[src/rtl/env_vca.sv]
// Envelope-controlled amplifier: scales a signed sample by an 8-bit ADSR envelope
// using a 9-cycle serial shift-add multiplier behind a valid/ready handshake.
module env_vca #(
  parameter int SAMPLE_W = 8
) (
  input  logic                clk,
  input  logic                rst,
  input  logic                in_valid,
  output logic                in_ready,
  input  logic [SAMPLE_W-1:0] sample_in,
  input  logic [7:0]          envelope,
  output logic                out_valid,
  output logic [SAMPLE_W-1:0] sample_out,
  output logic                busy
);

  localparam int ACC_W = SAMPLE_W + 9;

  localparam logic [1:0] S_IDLE = 2'd0;
  localparam logic [1:0] S_MUL  = 2'd1;
  localparam logic [1:0] S_DONE = 2'd2;

  logic [1:0]          r_state;
  logic [SAMPLE_W-1:0] r_sample;
  logic [8:0]          r_gain;
  logic [3:0]          r_bit;
  logic [ACC_W-1:0]    r_acc;
  logic [SAMPLE_W-1:0] r_sample_out;

  logic [8:0]          w_gain;
  logic [ACC_W-1:0]    w_sext;
  logic [ACC_W-1:0]    w_addend;
  logic [ACC_W-1:0]    w_acc_next;
  logic                w_last;

  // envelope+1 makes 255 an exact unity gain while 0 stays fully silent.
  assign w_gain     = (envelope == 8'd0) ? 9'd0 : ({1'b0, envelope} + 9'd1);
  assign w_sext     = {{9{r_sample[SAMPLE_W-1]}}, r_sample};
  assign w_addend   = r_gain[r_bit] ? (w_sext << r_bit) : '0;
  assign w_acc_next = r_acc + w_addend;
  assign w_last     = (r_bit == 4'd8);

  always_ff @(posedge clk) begin
    if (rst) begin
      r_state      <= S_IDLE;
      r_sample     <= '0;
      r_gain       <= '0;
      r_bit        <= '0;
      r_acc        <= '0;
      r_sample_out <= '0;
    end else begin
      // NOTE: non-blocking assignments so every register samples pre-edge values.
      case (r_state)
        S_IDLE: begin
          if (in_valid) begin
            r_sample <= sample_in;
            r_gain   <= w_gain;
            r_acc    <= '0;
            r_bit    <= '0;
            r_state  <= S_MUL;
          end
        end
        S_MUL: begin
          r_acc <= w_acc_next;
          if (w_last) begin
            // Load on the last partial product so the result is visible during DONE.
            r_sample_out <= w_acc_next[SAMPLE_W+7:8];
            r_state      <= S_DONE;
          end else begin
            r_bit <= r_bit + 4'd1;
          end
        end
        S_DONE:  r_state <= S_IDLE;
        default: r_state <= S_IDLE;
      endcase
    end
  end

  assign in_ready   = (r_state == S_IDLE) & ~rst;
  assign out_valid  = (r_state == S_DONE) & ~rst;
  assign busy       = (r_state != S_IDLE);
  assign sample_out = r_sample_out;

endmodule

[config.mk]
export PLATFORM = sky130hd
export DESIGN_NAME = env_vca
export DESIGN_NICKNAME = d
export VERILOG_FILES = /design/src/rtl/env_vca.sv
export SDC_FILE = /design/constraint.sdc
export NUM_CORES = 1
export LEC_CHECK = 0
export ABC_AREA = 1
export BUFFER_PORTS_ARGS = -buffer_cell sky130_fd_sc_hd__buf_2
export CAP_MARGIN = 30
export CORE_AREA = 2 2 80 82
export CTS_BUF_LIST = sky130_fd_sc_hd__clkbuf_8
export DETAILED_ROUTE_END_ITERATION = 10
export DIE_AREA = 0 0 82 84
export MAX_ROUTING_LAYER = met4
export PLACE_DENSITY = 0.73
export SLEW_MARGIN = 20
export SYNTH_ARGS = -nofsm -noshare
export SYNTH_HDL_FRONTEND = slang
export SYNTH_SLANG_ARGS = --single-unit
[constraint.sdc]
create_clock -name clk -period 2.7 [get_ports clk]
set_input_delay 0.27 -clock clk [delete_from_list [all_inputs] [get_ports clk]]
set_output_delay 0.27 -clock clk [all_outputs]
set_load 0.005 [all_outputs]
==> results.rst, run 1 <==
.. list-table::
   :header-rows: 1

   * - Metric
     - Value
   * - Number of sinks handled by clock tree synthesis
     - 47
   * - Share of total power consumed by net switching
     - 0.310
   * - HPWL after DPL
     - 6740 um
   * - Drt wl/cell
     - 15.6 um
   * - Violations in the final reports
     - negative setup slack
   * - Power share of the sequential group
     - 0.425
   * - Logic pwr share
     - 0.246
   * - Max-slew headroom at the worst pin
     - 0.553
   * - Buffer type at the clock tree root
     - sky130_fd_sc_hd__clkbuf_8
   * - Flops & latches, synth
     - 47
   * - Count of max-cap constraint violations
     - 0
   * - Sequential fraction of the synthesis area
     - 0.291
   * - Worst Slack Setup Final
     - -0.0524 ns
   * - Mean number of vias per cell
     - 5.57
   * - Syn nets
     - 530
   * - Boundary pin count
     - 30
   * - Post-synthesis cell count
     - 491
   * - Actual slew at the worst max-slew pin
     - 0.670 ns
   * - Non-Filler Instances
     - 650
   * - Number of flops mapped to enable cells by yosys
     - 0
   * - Endpoint class of the critical path
     - flop
   * - Number of instances in the placed design
     - 634
   * - Area enclosed by the die boundary
     - 6890 um^2
   * - Grt total ovfl
     - 0
   * - Leakage power of the design
     - 0.00202 uW
   * - Number of fill cells
     - 487
   * - Async SR Flop Fraction
     - 0
   * - Total internal power
     - 1190 uW
   * - Placer's final routability congestion estimate
     - 0.934
   * - Detailed router's first-iteration violation count
     - 222
   * - Peak clock frequency supported by timing
     - 363 MHz
   * - Most used cells in the layout excluding fill and tap cells
     - sky130_fd_sc_hd__nand2_1, sky130_fd_sc_hd__buf_4, sky130_fd_sc_hd__inv_1
   * - Global-route wire length before repair
     - 15000 um
   * - Fraction of final layout cells sized beyond drive strength 1
     - 0.380
   * - Die Span X
     - 82 um
   * - Global-route usage over all layers
     - 0.284
   * - TritonCTS clock tree
     - yes
   * - Signed area change from the synthesized netlist to the final layout
     - 36.7%
   * - Worst Hold Margin
     - 0.200 ns
   * - Relative contribution of the clock network to total power
     - 0.329
   * - Total chip power
     - 1720 uW
   * - Cell with the biggest individual delay on the critical path
     - sky130_fd_sc_hd__dfxtp_4
   * - Category of the worst setup path launch point
     - flop
   * - Starting density of the core
     - 0.531
   * - Mapped Avg Cell Area
     - 6.59 um^2
   * - Peak fanout along the critical path
     - 6
   * - Input/output buffers
     - 29
   * - Worst EP required
     - 2.95 ns
   * - H-Tree Level Count
     - 2
   * - Post-detailed-routing wire length
     - 10200 um
   * - DR vias
     - 3619
   * - Total of endpoints with negative setup slack in the final report
     - 5
   * - Pin count of the biggest net entering global routing
     - 32
   * - Arrival time of data at the critical path endpoint
     - 3.00 ns
   * - Hold/Removal Path Class
     - input port to flop
   * - Via count of the first global-routing pass
     - 3230
   * - CP Cell Sequence
     - buf_6, nand2_2, nand3_2, nand3_2, nand3_2, nand2_4, inv_4, a221oi_2, ha_1, a21oi_2, nor2_1, o21ai_1, o21ai_1, nor2_1, nand3_1, nand2_2, nand2_1, a21oi_1
   * - Net load switching power
     - 534 uW
   * - Crit path time final
     - 2.75 ns
   * - Maximum buffer depth of the clock tree
     - 2
   * - Height of the die
     - 84 um
   * - Remaining design rule violation count
     - 0
   * - Count of final hold-check violations
     - 0
   * - Worst voltage drop across the vdd grid
     - 0.000263 V
   * - Antenna violation net count after detailed routing
     - 0
   * - Clock transition at the registers of the reported paths
     - 0.10 ns
   * - Setup skew after layout
     - 0.0135 ns
   * - Number of nets in the final layout
     - 611
   * - Number of slew-limit violations in the final report
     - 0
   * - Antenna cell count
     - 0
   * - Status
     - finished, violations left
   * - Detailed Routing Iterations Pass 1
     - 5
   * - Core Rows
     - 29
   * - Most common library cell in the layout ignoring fill and taps
     - sky130_fd_sc_hd__nand2_1
   * - Number of unique standard cell types used by synthesis
     - 39
   * - Areal power density over the cells
     - 389 nW/um^2
   * - Tcrit/Tclk final
     - 1.02
   * - Number of clock buffers inserted by TritonCTS
     - 5
   * - Cell with the most instances on the worst path
     - sky130_fd_sc_hd__nand3_2
   * - Kind of critical path
     - flop to flop
   * - Mapped Area
     - 3240 um^2
   * - Post-synth top flop
     - sky130_fd_sc_hd__dfxtp_1
   * - Skew-Pair Late Insertion Delay
     - 0.31 ns
   * - Floorplan Core Area
     - 6100 um^2
   * - Setup repair after global routing missed its margin
     - true
   * - Stage delay of the slowest cell on the critical path
     - 0.39 ns
   * - Quantity of hold-fixing buffers added after cts
     - 0
   * - Syn. warnings
     - 0
   * - Layout Utilization
     - 0.726
   * - Antenna violations before repair
     - 0
   * - Worst setup slack after placement
     - -0.121 ns
## path summary, 6_finish.rpt
check / startpoint / end / slack (ns) / cells after the start
setup / recovery: r_bit[0] / r_acc[14] / -0.05 / 18
setup reg to reg: r_bit[0] / r_acc[14] / -0.05 / 18
hold reg to reg: r_acc[0] / r_acc[0] / 0.48 / 2
hold / removal: sample_in[7] / r_sample[7] / 0.20 / 3
## worst max-delay path: cells and delay by family (launching register included)
kind                     cells  cell delay (ns)
AO/OA/AOI/OAI                5             0.80
adder cells (fa/ha/maj)      1             0.30
buffers and inverters        2             0.20
flip-flops                   1             0.39
AND/OR/NAND/NOR             10             1.00
## cell families (layout without fill, tap and decap cells)
family          count (synthesis)  after routing  share of synthesized area
buf+inv                        74            156                      0.102
compound gates                 93             93                      0.161
simple gates                  250            250                      0.349
fa+ha+maj                      20             20                     0.0796
flops                          47             47                      0.291
xor+xnor                        7              7                     0.0189
## Yosys cell counts (3+ instances only)
library cell	instances	area, um^2
sky130_fd_sc_hd__a31oi_1	4	25.0
sky130_fd_sc_hd__nand2_2	8	50.1
sky130_fd_sc_hd__buf_4	3	22.5
sky130_fd_sc_hd__o21ai_1	8	40.0
sky130_fd_sc_hd__a21oi_1	39	195
sky130_fd_sc_hd__inv_2	7	26.3
sky130_fd_sc_hd__inv_1	54	203
sky130_fd_sc_hd__nand3_1	43	215
sky130_fd_sc_hd__o22ai_1	6	37.5
sky130_fd_sc_hd__nor2_1	42	158
sky130_fd_sc_hd__a221oi_1	4	35.0
sky130_fd_sc_hd__nand2_1	124	465
sky130_fd_sc_hd__ha_1	19	238
sky130_fd_sc_hd__nor2_2	3	18.8
sky130_fd_sc_hd__nor3_1	7	35.0
sky130_fd_sc_hd__nand4_1	4	25.0
sky130_fd_sc_hd__nand3_2	8	80.1
sky130_fd_sc_hd__buf_6	4	45.0
sky130_fd_sc_hd__a21o_1	6	45.0
sky130_fd_sc_hd__dfxtp_1	47	941
sky130_fd_sc_hd__xor2_1	6	52.6
sky130_fd_sc_hd__o21ai_0	22	110
## metrics by stage
step,TNS [ns],area [um^2]
4_1_cts,-0.00384,3940
5_1_grt,-2.17,4430
3_5_place_dp,-0.377,3750
3_3_place_gp,-0.252,3750
6_report,-0.197,4430
2_1_floorplan,0,3240
## power groups by stage
stage	clock, uW	sequential (uW)	combinational [uW]
after floorplan	0	744	207
after global placement	0	744	322
after detailed placement	0	745	327
after CTS	574	730	337
after global routing	602	736	461
final	567	733	423
## cell type report
class                   instances  area, um^2  area share
multi-input cells             370        2410       0.544
well taps                      77        96.3      0.0218
flip-flops and latches         47         946       0.214
repair buffers                 87         621       0.140
clock buffers                   6        82.6      0.0187
inverters                      61         236      0.0534
clock inverters                 2        38.8     0.00876
## per-layer routing
layer  track usage  wire length (um)
met3        0.0422               546
met5             -                 0
met4        0.0955               466
met2         0.435              4880
met1         0.380              4260
## state kept, by name, indices dropped and copies added (netlist names)
register and count:
r_acc 16, r_gain 9, r_sample 8, sample_out 8, r_bit 4, r_state 2
## what timing repair did
action,4_1_cts,5_1_grt
pin swaps,1,49
gates resized for setup,17,103
setup endpoints to repair,10,18
cloned,0,1
buffers inserted,0,7
No activity file was read; power rests on OpenSTA's default activity.
==> run 2: changes to the inputs <==
--- a/config.mk
+++ b/config.mk
@@ -6,7 +6,7 @@
 export NUM_CORES = 1
 export LEC_CHECK = 0
 export ABC_AREA = 1
-export BUFFER_PORTS_ARGS = -buffer_cell sky130_fd_sc_hd__buf_2
+export BUFFER_PORTS_ARGS = -buffer_cell sky130_fd_sc_hd__clkbuf_2
 export CAP_MARGIN = 30
 export CORE_AREA = 2 2 80 82
 export CTS_BUF_LIST = sky130_fd_sc_hd__clkbuf_8
==> run 2 against run 1 <==
The run still ends with negative setup slack left. Maximum frequency increased by 1.2%. Sequential share of layout area about the same. Global-route usage decreased by 0.78 points. Largest cell class unchanged.
==> results.rst, run 2 (synthesis results as in run 1) <==
.. list-table::
   :header-rows: 1

   * - Metric
     - Value
   * - Leading registers by flop count
     - r_acc: 16 flops, r_gain: 9 flops
   * - Kind of critical path
     - flop to flop
   * - Count of final hold-check violations
     - 0 (unchanged)
   * - Most used cells in the layout excluding fill and tap cells
     - sky130_fd_sc_hd__nand2_1, sky130_fd_sc_hd__buf_4, sky130_fd_sc_hd__inv_1
   * - Fraction of final layout cells sized beyond drive strength 1
     - 0.364 (-0.0165)
   * - Number of fill cells
     - 512 (+5.1%)
   * - Quantity of hold-fixing buffers added after cts
     - 0 (unchanged)
   * - Final Cell Area
     - 4420 um^2 (-0.17%)
   * - Detailed router's first-iteration violation count
     - 186 (-16%)
   * - Arrival time of data at the critical path endpoint
     - 2.91 ns (-0.09 ns)
   * - Placer's final routability congestion estimate
     - 0.974 (+4.3%)
   * - Peak fanout along the critical path
     - 6 (unchanged)
   * - Post-detailed-placement cell area
     - 3780 um^2 (+0.80%)
   * - Max-slew headroom at the worst pin
     - 0.660 (+0.107)
   * - HPWL after DPL
     - 6930 um (+2.8%)
   * - Family of cells with the greatest summed delay on the critical path
     - compound AO/OA/AOI/OAI gates
   * - Floorplan Core Area
     - 6100 um^2 (unchanged)
   * - Via count of the first global-routing pass
     - 3175 (-1.7%)
   * - Actual slew at the worst max-slew pin
     - 0.509 ns (-0.161 ns)
   * - Die Span X
     - 82 um (unchanged)
   * - Remaining design rule violation count
     - 0 (unchanged)
   * - Antenna cell count
     - 0 (unchanged)
   * - Number of clock buffers inserted by TritonCTS
     - 5 (unchanged)
   * - Height of the die
     - 84 um (unchanged)
   * - Leakage power of the design
     - 0.00208 uW (+3.1%)
   * - Mean number of vias per cell
     - 5.43 (-2.5%)
   * - Boundary pin count
     - 30 (unchanged)
   * - Flip-flop count of the largest register, all copies and words added
     - 16 (unchanged)
   * - DR vias
     - 3549 (-1.9%)
   * - Setup skew after layout
     - 0.0100 ns (-0.00343 ns)
   * - Number of sinks handled by clock tree synthesis
     - 47 (unchanged)
   * - Maximum buffer depth of the clock tree
     - 2 (unchanged)
   * - Grt total ovfl
     - 0 (unchanged)
   * - Global-route usage over all layers
     - 0.276 (-0.00776)
   * - Hold/Removal Path Class
     - input port to flop
   * - Count of max-cap constraint violations
     - 0 (unchanged)
   * - Pin count of the biggest net entering global routing
     - 30 (-6.3%)
   * - Cell with the biggest individual delay on the critical path
     - sky130_fd_sc_hd__dfxtp_4
   * - Status
     - finished, violations left
   * - Drt wl/cell
     - 14.7 um (-5.8%)
   * - Skew-Pair Late Insertion Delay
     - 0.30 ns (about the same)
   * - Detailed Routing Iterations Pass 1
     - 5 (unchanged)
   * - Crit path time final
     - 2.72 ns (-0.0322 ns)
   * - Stage delay of the slowest cell on the critical path
     - 0.38 ns (about the same)
   * - Clock transition at the registers of the reported paths
     - 0.10 ns (about the same)
   * - Areal power density over the cells
     - 366 nW/um^2 (-5.9%)
   * - TritonCTS clock tree
     - yes
   * - Number of slew-limit violations in the final report
     - 0 (unchanged)
   * - Number of nets in the final layout
     - 615 (+0.65%)
   * - Input/output buffers
     - 29 (unchanged)
   * - Post-detailed-routing wire length
     - 9620 um (-5.3%)
   * - Violations in the final reports
     - negative setup slack
   * - Signed area change from the synthesized netlist to the final layout
     - 36.5%
   * - Category of the worst setup path launch point
     - flop
   * - Worst setup slack after placement
     - -0.108 ns (+0.0130 ns)
   * - Worst voltage drop across the vdd grid
     - 0.000284 V (+8.2%)
   * - Most common library cell in the layout ignoring fill and taps
     - sky130_fd_sc_hd__nand2_1
   * - Total of endpoints with negative setup slack in the final report
     - 2 (-3)
   * - Area enclosed by the die boundary
     - 6890 um^2 (unchanged)
   * - CP Cell Sequence
     - buf_6, buf_6, nand2_4, nand2_4, nand2_4, nor2_1, a31oi_2, nor2_1, ha_1, a21oi_2, o21ai_2, a21o_1, buf_6, or2_2, nand3_1, a21oi_1
   * - Total chip power
     - 1620 uW (-6.0%)
   * - Worst Slack Setup Final
     - -0.0202 ns (+0.0322 ns)
   * - Most flop-heavy register
     - r_acc
   * - Antenna violation net count after detailed routing
     - 0 (unchanged)
   * - Core Rows
     - 29 (unchanged)
   * - Endpoint class of the critical path
     - flop
   * - Setup repair after global routing missed its margin
     - true
   * - Buffer type at the clock tree root
     - sky130_fd_sc_hd__clkbuf_8
   * - Global-route wire length before repair
     - 14600 um (-2.7%)
   * - Tcrit/Tclk final
     - 1.01 (-0.0119)
   * - Worst path bufs/invs
     - 3 (+1)
   * - Peak clock frequency supported by timing
     - 368 MHz (+1.2%)
   * - Worst EP required
     - 2.89 ns (-0.06 ns)
   * - Antenna violations before repair
     - 0 (unchanged)
   * - H-Tree Level Count
     - 2 (unchanged)
   * - Starting density of the core
     - 0.531 (unchanged)
[run 2: stage by stage]
step           hold WS (ns)  utilization  instances  setup TNS, ns
6_report              0.192        0.725        654        -0.0342
3_3_place_gp          0.455        0.621        638         -0.105
3_5_place_dp          0.463        0.621        638         -0.417
5_1_grt               0.211        0.725        654          -1.18
4_1_cts               0.194        0.646        646              0
2_1_floorplan         0.355            -        491              0
[run 2: power breakdown]
part           switching, uW  leakage (uW)  internal, uW  total, uW
combinational            250       0.00165           170        420
clock                    260     0.0000526           207        467
sequential              15.5      0.000383           716        732
[run 2: timing repair]
item                                    CTS  global route
setup buffers                             0             8
pin swaps                                 0            51
gates resized for setup                  10           111
endpoints found under the setup margin   11            18
hold endpoints to repair                  0             0
[run 2: path summary, 6_finish.rpt]
| check | start | end | slack [ns] | cells after the start |
|---|---|---|---|---|
| hold reg to reg | r_acc[0] | r_acc[0] | 0.48 | 2 |
| setup reg to reg | r_bit[0] | r_acc[6] | -0.02 | 16 |
| hold / removal | sample_in[4] | r_sample[4] | 0.19 | 3 |
| setup / recovery | r_bit[0] | r_acc[6] | -0.02 | 16 |
[run 2: area by class of cell]
| class | instances | area [um^2] | share of cell area |
|---|---|---|---|
| inverter | 61 | 236 | 0.0535 |
| sequential | 47 | 946 | 0.214 |
| timing repair buffer | 91 | 641 | 0.145 |
| multi-input combinational | 370 | 2400 | 0.544 |
| tap | 77 | 96.3 | 0.0218 |
| clock inverter | 2 | 12.5 | 0.00283 |
| clock buffer | 6 | 82.6 | 0.0187 |
[run 2: worst register-to-register path, stage by stage, from the launching register on]
cell,delay (ns)
sky130_fd_sc_hd__dfxtp_4,0.38
sky130_fd_sc_hd__buf_6,0.14
sky130_fd_sc_hd__buf_6,0.13
sky130_fd_sc_hd__nand2_4,0.08
sky130_fd_sc_hd__nand2_4,0.05
sky130_fd_sc_hd__nand2_4,0.09
sky130_fd_sc_hd__nor2_1,0.06
sky130_fd_sc_hd__a31oi_2,0.18
sky130_fd_sc_hd__nor2_1,0.09
sky130_fd_sc_hd__ha_1,0.38
sky130_fd_sc_hd__a21oi_2,0.23
sky130_fd_sc_hd__o21ai_2,0.09
sky130_fd_sc_hd__a21o_1,0.20
sky130_fd_sc_hd__buf_6,0.12
sky130_fd_sc_hd__or2_2,0.26
sky130_fd_sc_hd__nand3_1,0.07
sky130_fd_sc_hd__a21oi_1,0.07
[run 2: layer usage]
metal	share of wire	GRT usage
met5	0	-
met4	0.017	0.0545
met3	0.045	0.0476
met2	0.48	0.440
met1	0.46	0.368
